--- config.mk ---
export PLATFORM = sky130hd
export DESIGN_NAME = dec38_dispatch
export DESIGN_NICKNAME = d
export VERILOG_FILES = /design/src/rtl/dec38_pkg.sv /design/src/rtl/dec38_onehot.sv /design/src/rtl/dec38_dispatch.sv
export SDC_FILE = /design/constraint.sdc
export NUM_CORES = 1
export LEC_CHECK = 0
export BUFFER_PORTS_ARGS = -buffer_cell sky130_fd_sc_hd__buf_2
export CELL_PAD_IN_SITES_DETAIL_PLACEMENT = 1
export CELL_PAD_IN_SITES_GLOBAL_PLACEMENT = 1
export CORE_UTILIZATION = 34
export CTS_CLUSTER_SIZE = 14
export DETAILED_ROUTE_END_ITERATION = 10
export GPL_TIMING_DRIVEN = 0
export PLACE_DENSITY = 0.85
export SYNTH_ARGS = -nofsm -noshare
export SYNTH_HDL_FRONTEND = slang
export SYNTH_HIERARCHICAL = 1
export SYNTH_SLANG_ARGS = --single-unit
--- constraint.sdc ---
create_clock -name clk -period 1.9 [get_ports clk]
set_clock_uncertainty 0.15 [all_clocks]
set_input_delay 0.475 -clock clk [delete_from_list [all_inputs] [get_ports clk]]
set_output_delay 0.475 -clock clk [all_outputs]
set_load 0.05 [all_outputs]
--- src/rtl/dec38_pkg.sv ---
// Shared types and constants for the 3-to-8 request dispatcher.
package dec38_pkg;

    localparam int unsigned CODE_W   = 3;
    localparam int unsigned ONEHOT_W = 8;

    // Dispatcher sequencing: wait for a request, drive it, then report.
    typedef enum logic [1:0] {
        IDLE,
        ASSERT,
        RELEASE
    } state_t;

    // How the ASSERT phase ended; selects the completion pulse in RELEASE.
    typedef enum logic {
        RES_OK,
        RES_TIMEOUT
    } result_t;

endpackage

--- src/rtl/dec38_onehot.sv ---
// Combinational 3-to-8 one-hot decoder with enable; all-zero when disabled.
module dec38_onehot
    import dec38_pkg::*;
(
    input  logic                enable,
    input  logic [CODE_W-1:0]   code,
    output logic [ONEHOT_W-1:0] onehot
);

    // Decode the index into a single set bit, or nothing when disabled.
    always_comb begin
        onehot = '0;
        if (enable) begin
            onehot[code] = 1'b1;
        end
    end

endmodule

--- src/rtl/dec38_dispatch.sv ---
// Registered 3-to-8 dispatcher: turns an accepted {idc, y} index into a
// one-hot request, holds it for at least HOLD_CYCLES, then completes on the
// target's acknowledge (done) or after TIMEOUT cycles (timeout).
// Optional macro DEC38_ERRCNT_EN: when defined, err_cnt counts timeout
// completions (saturating at 255); otherwise err_cnt is tied to zero.
module dec38_dispatch
    import dec38_pkg::*;
#(
    parameter int unsigned HOLD_CYCLES = 4,
    parameter int unsigned TIMEOUT     = 15
) (
    input  logic                clk,
    input  logic                rst,
    input  logic                en,
    input  logic                idc,
    input  logic [CODE_W-1:0]   y,
    output logic                ready,
    output logic [ONEHOT_W-1:0] out_req,
    input  logic [ONEHOT_W-1:0] ack,
    output logic                done,
    output logic                timeout,
    output logic [CODE_W-1:0]   last_code,
    output logic [7:0]          err_cnt
);

    localparam int unsigned CNT_W = $clog2(TIMEOUT + 1);

    // One extra bit so counter+1 never wraps before the compare.
    localparam logic [CNT_W:0] HOLD_V    = (CNT_W + 1)'(HOLD_CYCLES);
    localparam logic [CNT_W:0] TIMEOUT_V = (CNT_W + 1)'(TIMEOUT);
    localparam logic [CNT_W:0] ONE_V     = (CNT_W + 1)'(1);

    state_t            state_q, state_d;
    result_t           result_q, result_d;
    logic [CODE_W-1:0] code_q, code_d;
    logic [CODE_W-1:0] last_code_q, last_code_d;
    logic [CNT_W-1:0]  cnt_q, cnt_d;
    logic              ack_seen_q, ack_seen_d;

    logic [CNT_W:0]    cnt_inc;
    logic              ack_hit;
    logic              hold_met;
    logic              time_up;

    // Cycle count including the current one, and ack including this cycle.
    assign cnt_inc  = {1'b0, cnt_q} + ONE_V;
    assign ack_hit  = ack_seen_q | ack[code_q];
    assign hold_met = (cnt_inc >= HOLD_V);
    assign time_up  = (cnt_inc == TIMEOUT_V);

    // State and datapath registers; reset returns to an idle, silent dispatcher.
    always_ff @(posedge clk or posedge rst) begin
        if (rst) begin
            state_q     <= IDLE;
            result_q    <= RES_OK;
            code_q      <= '0;
            last_code_q <= '0;
            cnt_q       <= '0;
            ack_seen_q  <= 1'b0;
        end else begin
            state_q     <= state_d;
            result_q    <= result_d;
            code_q      <= code_d;
            last_code_q <= last_code_d;
            cnt_q       <= cnt_d;
            ack_seen_q  <= ack_seen_d;
        end
    end

    // Next-state logic: accept in IDLE, time the request in ASSERT, report in RELEASE.
    always_comb begin
        state_d     = state_q;
        result_d    = result_q;
        code_d      = code_q;
        last_code_d = last_code_q;
        cnt_d       = cnt_q;
        ack_seen_d  = ack_seen_q;

        unique case (state_q)
            IDLE: begin
                if (en && idc) begin
                    code_d      = y;
                    last_code_d = y;
                    cnt_d       = '0;
                    ack_seen_d  = 1'b0;
                    state_d     = ASSERT;
                end
            end

            ASSERT: begin
                ack_seen_d = ack_hit;
                if (cnt_inc >= TIMEOUT_V) begin
                    cnt_d = TIMEOUT_V[CNT_W-1:0];
                end else begin
                    cnt_d = cnt_inc[CNT_W-1:0];
                end
                // Success is tested first so an ack on the last cycle beats the timeout.
                if (ack_hit && hold_met) begin
                    result_d = RES_OK;
                    state_d  = RELEASE;
                end else if (time_up) begin
                    result_d = RES_TIMEOUT;
                    state_d  = RELEASE;
                end
            end

            RELEASE: begin
                state_d = IDLE;
            end

            default: begin
                state_d = IDLE;
            end
        endcase
    end

    // The request only exists while in ASSERT, so reset removes it immediately.
    dec38_onehot u_onehot (
        .enable (state_q == ASSERT),
        .code   (code_q),
        .onehot (out_req)
    );

    // Status outputs decoded from the registered state.
    always_comb begin
        ready     = (state_q == IDLE);
        done      = (state_q == RELEASE) && (result_q == RES_OK);
        timeout   = (state_q == RELEASE) && (result_q == RES_TIMEOUT);
        last_code = last_code_q;
    end

`ifdef DEC38_ERRCNT_EN
    logic [7:0] err_cnt_q;

    // Count timeout completions, holding at the maximum instead of wrapping.
    always_ff @(posedge clk or posedge rst) begin
        if (rst) begin
            err_cnt_q <= '0;
        end else if (timeout && (err_cnt_q != 8'hFF)) begin
            err_cnt_q <= err_cnt_q + 8'd1;
        end
    end

    assign err_cnt = err_cnt_q;
`else
    assign err_cnt = '0;
`endif

`ifndef SYNTHESIS
    a_pulse_excl: assert property (@(posedge clk) disable iff (rst) !(done && timeout));
    a_req_onehot: assert property (@(posedge clk) disable iff (rst) $onehot0(out_req));
    a_ready_idle: assert property (@(posedge clk) disable iff (rst)
                                   ready |-> (out_req == '0));
`endif

endmodule

==> results of run 1 <==
==> power groups by stage <==
stage / Sequential [mW] / Clock (mW) / Combinational, mW
floorplan: 0.613 / 0 / 0.858
global placement: 0.545 / 0 / 1.14
detailed placement: 0.565 / 0 / 1.18
CTS: 0.564 / 0.163 / 1.31
global route: 0.596 / 0.173 / 1.43
finish: 0.568 / 0.158 / 1.31
==> repair_timing <==
action / 4_1_cts / 5_1_grt
setup endpoints to repair: 8 / 13
gates resized for setup: 21 / 0
buffers inserted: 3 / 0
gates cloned: 0 / 0
==> registers in the layout, summed over array words and instances, names as in the netlist <==
signal / flops
last_code: 3
state_q: 2
result_q: 1
ack_seen_q: 1
cnt_q: 4
==> routing by layer <==
layer	vias to the layer above	share of wire [%]
li1	404	-
met1	376	44
met2	27	51
met3	0	5.2
met4	0	0
met5	-	0
==> path summary, 6_finish.rpt <==
path                                     end          from
min in group clk                last_code[2]          y[2]
worst min register to register    ack_seen_q    ack_seen_q
worst max register to register    state_q[1]  last_code[0]
worst max-delay path              out_req[1]    state_q[1]
worst min-delay path                cnt_q[1]           rst
max in group asynchronous       last_code[1]           rst
==> layout make-up <==
type / count / area share, %
multi-input cells: 72 / 46.2
flip-flops and latches: 11 / 23.2
repair buffers: 31 / 17.7
plain buffers: 9 / 5.41
well taps: 30 / 3.12
clock buffers: 4 / 2.19
inverters: 5 / 2.19
==> cells in the mapped netlist, types with 2 or more instances <==
| cell | instances |
|---|---|
| nand2_1 | 12 |
| nor2_1 | 3 |
| dfrtp_1 | 11 |
| inv_1 | 4 |
| and4b_2 | 2 |
| and4bb_1 | 2 |
| and3b_1 | 2 |
| and3_1 | 2 |
| nand3_1 | 3 |
| buf_4 | 8 |
| nor2b_1 | 2 |
| a21oi_1 | 5 |
| a21boi_1 | 2 |
| clkbuf_1 | 2 |
| ha_1 | 3 |
==> per-stage QoR <==
stage	instance area, sq um	power [mW]	worst slack (ps)	setup TNS (ps)	std cells
floorplan	918	1.47	-174	-457	99
global placement	1100	1.68	-179	-1330	157
detailed placement	1100	1.74	-256	-1870	157
CTS	1210	2.04	-64.7	-343	163
global route	1200	2.20	-110	-710	162
finish	1200	2.03	-48.6	-254	162
==> kinds of logic (layout without fill, tap and decap cells) <==
logic type,after synthesis,count (layout),synth area share [%]
compound gates,21,21,19.8
fa+ha+maj,3,3,4.30
flops,11,11,31.5
buf+inv,16,49,10.5
mux,3,3,6.02
simple gates,37,37,27.5
other cells,1,8,0.429
==> impl_metrics.yaml, run 1 <==
place:
  gp_congestion: 0.782
  dp_hpwl_um: 1620
  port_buffers: 28
setup_path:
  critical_path_class: "register to output port"
  reg2regPathDepth: 4
  setup.worst_path.start_class: "register"
  cp_top_family: "simple AND/OR/NAND/NOR gates"
  path_buf_inv: 2
  crit_path_end_kind: "output port"
  path_depth: 4
  crit_chain: "nand2b_4 > inv_8 > and4bb_2 > buf_6"
  slowest_delay_ps: 400
  crit_path_max_fanout: 10
  worstPathArrival_ps: 1320
  reg2reg_slack_ps: 130
  slowest_stage: "dfrtp_1"
  required_ps: 1270
synthesis:
  ys_async_sr_fraction_pct: 100
  synth_edf_count: 0
  synth_seq_cells: 11
  synth_flop_cell: "dfrtp_1"
  yosys.area.top_type: "dfrtp_1"
  synth_top_area_share_pct: 31.5
  syn_inst: 92
  ys_types: 44
  yosys_warnings: 6
  syn_area_per_cell_sq_um: 9.49
  synth.area.top_cells: "dfrtp_1, buf_4, nand2_1"
  seq_area_frac_synth_pct: 31.5
  syn-cell-area_sq_um: 873
layout:
  layout_commonest_cell: "buf_2"
  ff_latch_area_sq_um: 279
  most-common-layout-cells: "buf_2, nand2_1, buf_4"
  num-fill-cells: 295
  drive_above_1_share_pct: 47.0
  final_util_pct: 49.0
  fin_nets: 151
  area_delta_synth_final_pct: 37.7
  multi_input_area_sq_um: 556
  n_antenna_cell: 0
power:
  p_int_uw: 950
  switching_share_pct: 53.3
  comb_power_share_pct: 64.3
  p_per_area_nw_per_um2: 1690
  power_frac_clock_pct: 7.8
  vdd_drop_max_mv: 1.11
  p_leak_nw: 0.600
  p_switching_mw: 1.08
  pwr-share-seq_pct: 27.9
sta:
  finalMaxSlewViolations: 0
  hold-worst-slack_ps: 47.1
  post-route-period-util_pct: 103
  layout_min_cycle_time_ps: 1950
  rsz0062_at_grt: "true"
  hold_viol: 0
  setup_violations: 8
  fmax_ghz: 0.513
  worst_slack_ps: -48.6
drt:
  totalWireLength_um: 2170
  post-route-drc-count: 0
  drt-initial-drc-count: 5
  final_antenna_net_count: 0
  wire_per_inst_um: 13.4
  routed-via-count: 807
  drtPass1Iterations: 4
  viasPerCell: 4.98
cts:
  htreeDepth: 1
  clk_pin_slew_worst_paths_ps: 70
  clock-sinks: 11
  root_buffer: "clkbuf_4"
  insertion_delay_ps: 260
  numCtsBuffers: 3
  clock_path_buffers: 2
  cts_hold_buf: 0
  cts_tree: "built"
global_route:
  grt_max_degree: 14
  grt_util_all_layers_pct: 17.1
  grt_pass1_vias: 806
  use_met2_pct: 32.3
  overflow: 0
  top_usage_layer: "met2"
  grtUsageMet1_pct: 19.6
  antenna_found_initial: 0
  grt_pass1_wl_um: 3570
  use_met3_pct: 2.90
floorplanning:
  die-area_sq_um: 2780
  fp.dieH_um: 52.7
  row_count: 18
  pin_count: 37
  initial_utilization_pct: 35.6
  core-area_sq_um: 2450
  die_w_um: 52.7
worst_hold_path:
  min_path_type: "input pin to asynchronous set/reset pin"
run_status:
  status: "complete, but fails checks"
  violations: "negative setup slack"
job:
  max_cap_viol_count: 0
Note: power is estimated with default switching activity, not from simulation.
==> run 2: changes to the inputs <==
--- a/config.mk
+++ b/config.mk
@@ -6,13 +6,11 @@
 export NUM_CORES = 1
 export LEC_CHECK = 0
 export BUFFER_PORTS_ARGS = -buffer_cell sky130_fd_sc_hd__buf_2
-export CELL_PAD_IN_SITES_DETAIL_PLACEMENT = 1
-export CELL_PAD_IN_SITES_GLOBAL_PLACEMENT = 1
-export CORE_UTILIZATION = 34
+export CORE_UTILIZATION = 35
 export CTS_CLUSTER_SIZE = 14
 export DETAILED_ROUTE_END_ITERATION = 10
 export GPL_TIMING_DRIVEN = 0
-export PLACE_DENSITY = 0.85
+export PLACE_DENSITY = 0.69
 export SYNTH_ARGS = -nofsm -noshare
 export SYNTH_HDL_FRONTEND = slang
 export SYNTH_HIERARCHICAL = 1
==> run 2 against run 1 <==
The flow still finishes with violations (negative setup slack). Sequential share of layout area fell by 0.29 points. Via count is 4.7% higher. Register-to-register slack worse by 20 ps. Final cell count is the same. Total power grew 1.2%. Design area rose by 1.2%. Global-route usage up 0.43 points. Worst hold slack lost 18 ps. Clock-buffer cell count unchanged. Largest power group unchanged.
==> impl_metrics.yaml, run 2 (synthesized netlist as in run 1, its figures left out) <==
setup_path:
  required_ps: 1270
  worstPathArrival_ps: 1320
  crit_path_end_kind: "output port"
  setup.worst_path.start_class: "register"
  critical_path_class: "register to output port"
  crit_path_max_fanout: 9
drt:
  drtPass1Iterations: 4
  viasPerCell: 5.22
  drt-initial-drc-count: 6
  final_antenna_net_count: 0
  totalWireLength_um: 2090
  routed-via-count: 845
  post-route-drc-count: 0
  wire_per_inst_um: 12.9
cts:
  clock-sinks: 11
  cts_tree: "built"
  root_buffer: "clkbuf_4"
  htreeDepth: 1
  insertion_delay_ps: 280
  clock_path_buffers: 2
  cts_hold_buf: 0
  clk_pin_slew_worst_paths_ps: 70
  numCtsBuffers: 3
place:
  port_buffers: 28
  place_ws_ps: -236
  gp_congestion: 0.847
  dp_hpwl_um: 1520
  placed_cells: 155
global_route:
  grt_util_all_layers_pct: 17.6
  grt_pass1_wl_um: 3390
  antenna_found_initial: 0
  overflow: 0
  grt_pass1_vias: 760
  grt_max_degree: 14
run_status:
  status: "complete, but fails checks"
  violations: "negative setup slack"
sta:
  worst_slack_ps: -49.4
  finalMaxSlewViolations: 0
  hold_viol: 0
  post-route-period-util_pct: 103
  fmax_ghz: 0.513
  rsz0062_at_grt: "true"
  setup_violations: 8
  layout_min_cycle_time_ps: 1950
layout:
  largest_register: "cnt_q"
  fin_nets: 153
  layout_commonest_cell: "buf_2"
  most-common-layout-cells: "buf_2, nand2_1, buf_4"
  area_delta_synth_final_pct: 39.4
  fin_cells: 162
  n_antenna_cell: 0
  largest_reg_flops: 4
  drive_above_1_share_pct: 47.0
power:
  vdd_drop_max_mv: 0.878
  pwr-share-seq_pct: 27.2
  p_int_uw: 971
  p_leak_nw: 0.608
  comb_power_share_pct: 64.7
  p_per_area_nw_per_um2: 1690
  p_switching_mw: 1.09
  power_frac_clock_pct: 8.1
  switching_share_pct: 52.8
floorplanning:
  die-area_sq_um: 2700
  die_w_um: 52.0
  row_count: 17
  fp.dieH_um: 52.0
  pin_count: 37
  core-area_sq_um: 2280
  initial_utilization_pct: 38.4
job:
  max_cap_viol_count: 0
worst_hold_path:
  min_path_type: "input pin to asynchronous set/reset pin"
==> run 2: changes by cell type in the layout (fill, tap and decap cells not counted) <==
cell	before	now
buf_2	21	20
buf_4	11	12
buf_6	8	7
buf_8	0	1
clkbuf_1	1	2
clkbuf_4	3	4
==> run 2: repair_timing <==
item / CTS / global route
endpoints found under the setup margin: 8 / 9
setup buffers: 3 / 1
endpoints found under the hold margin: 0 / 0
gates resized for setup: 21 / 2
==> run 2: routing by layer <==
| layer | track usage [%] | up-vias | share of wire (%) |
|---|---|---|---|
| li1 | - | 408 | - |
| met2 | 32.7 | 32 | 50 |
| met1 | 19.1 | 400 | 42 |
| met3 | 2.63 | 5 | 5.8 |
| met4 | 8.11 | 0 | 1.8 |
| met5 | 0 | - | 0 |
==> run 2: metrics by stage <==
stage / area (sq um) / setup TNS (ps) / hold WS (ps) / power, mW / utilization, %
after global placement: 1090 / -1280 / 340 / 1.67 / 48.0
after global routing: 1220 / -628 / 71.8 / 2.21 / 53.5
after CTS: 1200 / -139 / 44.9 / 2.03 / 52.9
final: 1220 / -261 / 28.9 / 2.06 / 53.5
after floorplan: 918 / -457 / 177 / 1.47 / -
after detailed placement: 1090 / -1750 / 344 / 1.73 / 48.0
==> run 2: worst paths after layout <==
kind	cells after the start	startpoint	slack, ps	endpoint
setup / recovery	4	state_q[1]	-50	out_req[4]
hold / removal	2	rst	30	state_q[0]
setup reg to reg	6	cnt_q[1]	110	state_q[1]
hold reg to reg	1	ack_seen_q	420	ack_seen_q
max in group asynchronous	2	rst	1250	last_code[0]
min in group clk	3	y[1]	230	last_code[1]
==> run 2: power by group through the flow <==
stage          clock network [mW]  registers [mW]  logic [mW]
3_3_place_gp                    0           0.541        1.13
4_1_cts                     0.171           0.555        1.30
5_1_grt                     0.186           0.585        1.44
3_5_place_dp                    0           0.558        1.17
2_1_floorplan                   0           0.613       0.858
6_report                    0.167           0.561        1.33
==> run 2: critical path, stage by stage, from the launching register on <==
cell and delay, ps:
dfrtp_1 390, nand2b_4 170, inv_8 80, and4bb_2 250, buf_6 160
==> run 2: final cells by class <==
type | count | area (sq um)
multi-input combinational | 72 | 556
fill | 214 | 1060
sequential | 11 | 279
timing repair buffer | 32 | 226
inverter | 5 | 26.3
tap | 28 | 35.0
clock buffer | 4 | 26.3
buffer | 10 | 68.8
==> run 3: changes to the inputs <==
--- a/config.mk
+++ b/config.mk
@@ -6,11 +6,11 @@
 export NUM_CORES = 1
 export LEC_CHECK = 0
 export BUFFER_PORTS_ARGS = -buffer_cell sky130_fd_sc_hd__buf_2
-export CORE_UTILIZATION = 35
+export CORE_UTILIZATION = 46
 export CTS_CLUSTER_SIZE = 14
 export DETAILED_ROUTE_END_ITERATION = 10
 export GPL_TIMING_DRIVEN = 0
-export PLACE_DENSITY = 0.69
+export PLACE_DENSITY = 0.84
 export SYNTH_ARGS = -nofsm -noshare
 export SYNTH_HDL_FRONTEND = slang
 export SYNTH_HIERARCHICAL = 1
==> run 3 against run 2 <==
The flow still finishes with violations (negative setup slack). Sequential share of layout area is 0.10 points higher. First-iteration DRC count grew to 2.7 times the previous value. Worst setup slack worse by 9.8 ps. Die area is 23% lower. Design area stayed put. Sequential power is 0.7% higher. Sequential cell count stayed put. Critical endpoint is now out_req[2].
==> impl_metrics.yaml, run 3 (synthesized netlist as in run 1, its figures left out) <==
drt:
  post-route-drc-count: 0
  routed-via-count: 838
  wire_per_inst_um: 13.5
  drtPass1Iterations: 4
  final_antenna_net_count: 0
  viasPerCell: 5.30
  totalWireLength_um: 2130
  drt-initial-drc-count: 16
floorplanning:
  row_count: 15
  die_w_um: 45.6
  core-area_sq_um: 1750
  fp.dieH_um: 45.6
  initial_utilization_pct: 50.0
  die-area_sq_um: 2080
  pin_count: 37
setup_path:
  reg2regPathDepth: 4
  crit_path_max_fanout: 5
  worstPathArrival_ps: 1330
  critical_path_class: "register to output port"
  required_ps: 1270
  reg2reg_slack_ps: 160
  reg2reg_from: "last_code[0]"
  r2r-end: "ack_seen_q"
  crit_path_end_kind: "output port"
  setup.worst_path.start_class: "register"
place:
  gp_congestion: 0.815
  port_buffers: 28
  placed_cell_area_sq_um: 1090
  placed_cells: 152
  dp_hpwl_um: 1480
global_route:
  grt_util_all_layers_pct: 23.8
  grt_pass1_wl_um: 3460
  antenna_found_initial: 0
  overflow: 0
  grt_pass1_vias: 764
  grt_max_degree: 14
sta:
  fmax_ghz: 0.510
  finalMaxSlewViolations: 0
  fin_tns_setup_ps: -310
  setup_violations: 8
  post-route-period-util_pct: 103
  hold_viol: 0
  rsz0062_at_grt: "true"
  layout_min_cycle_time_ps: 1960
  worst_slack_ps: -59.2
cts:
  clk_pin_slew_worst_paths_ps: 80
  clock-sinks: 11
  numCtsBuffers: 3
  htreeDepth: 1
  cts_hold_buf: 0
  cts_tree: "built"
  clock_path_buffers: 2
  insertion_delay_ps: 280
  root_buffer: "clkbuf_4"
layout:
  largest_register: "cnt_q"
  fin_cells: 158
  layout_commonest_cell: "buf_2"
  fin_area_sq_um: 1220
  final_util_pct: 69.7
  most-common-layout-cells: "buf_2, nand2_1, buf_4"
  largest_reg_flops: 4
  area_delta_synth_final_pct: 39.4
  fin_nets: 152
  n_antenna_cell: 0
  drive_above_1_share_pct: 48.9
run_status:
  violations: "negative setup slack"
  status: "complete, but fails checks"
power:
  p_leak_nw: 0.610
  power_mw: 2.06
  p_per_area_nw_per_um2: 1690
  vdd_drop_max_mv: 0.915
worst_hold_path:
  min_path_type: "input pin to asynchronous set/reset pin"
job:
  max_cap_viol_count: 0
run 3: how the worst max path moves through the flow:
stage	end	depth (start not counted)	start	slack [ps]
6_report	out_req[2]	4	state_q[0]	-60
3_3_place_gp	out_req[5]	5	state_q[0]	-170
3_5_place_dp	out_req[5]	5	state_q[0]	-240
2_1_floorplan	out_req[0]	4	state_q[1]	-170
4_1_cts	out_req[1]	4	state_q[1]	-30
5_1_grt	out_req[2]	4	state_q[0]	-100
run 3: where the power goes:
part / internal [mW] / switching, mW / total [mW]
clock network: 0.0781 / 0.0856 / 0.164
logic: 0.534 / 0.794 / 1.33
registers: 0.352 / 0.213 / 0.565
run 3: timing repair:
item,4_1_cts,5_1_grt
gates cloned,1,0
endpoints found under the setup margin,8,12
resized for setup,24,5
pin swaps,0,0
buffers inserted,3,0
run 3: through the flow:
step / setup WS (ps) / hold WS [ps]
finish: -59.2 / 23.0
CTS: -34.5 / 33.1
global placement: -174 / 330
floorplan: -174 / 177
detailed placement: -240 / 337
global route: -98.3 / 44.1
run 3: cell type report:
class | count | area [sq um]
buffer | 9 | 65.1
clock buffer | 3 | 22.5
clock inverter | 1 | 5.00
fill | 139 | 528
inverter | 5 | 23.8
multi-input combinational | 72 | 557
sequential | 11 | 280
tap | 25 | 31.3
timing repair buffer | 31 | 229
timing repair inverter | 1 | 3.75
run 3: critical path, cell delays in order, from the launching register on:
cell	delay, ps
dfrtp_2	460
nand2b_4	120
clkinv_4	70
and4bb_2	250
buf_8	150
run 3: metal layers:
layer | up-vias | track usage (%) | share of wire [%]
li1 | 410 | - | -
met1 | 398 | 27.1 | 41
met2 | 26 | 43.1 | 53
met3 | 4 | 4.76 | 4.2
met4 | 0 | 8.48 | 1.5
met5 | - | 0 | 0
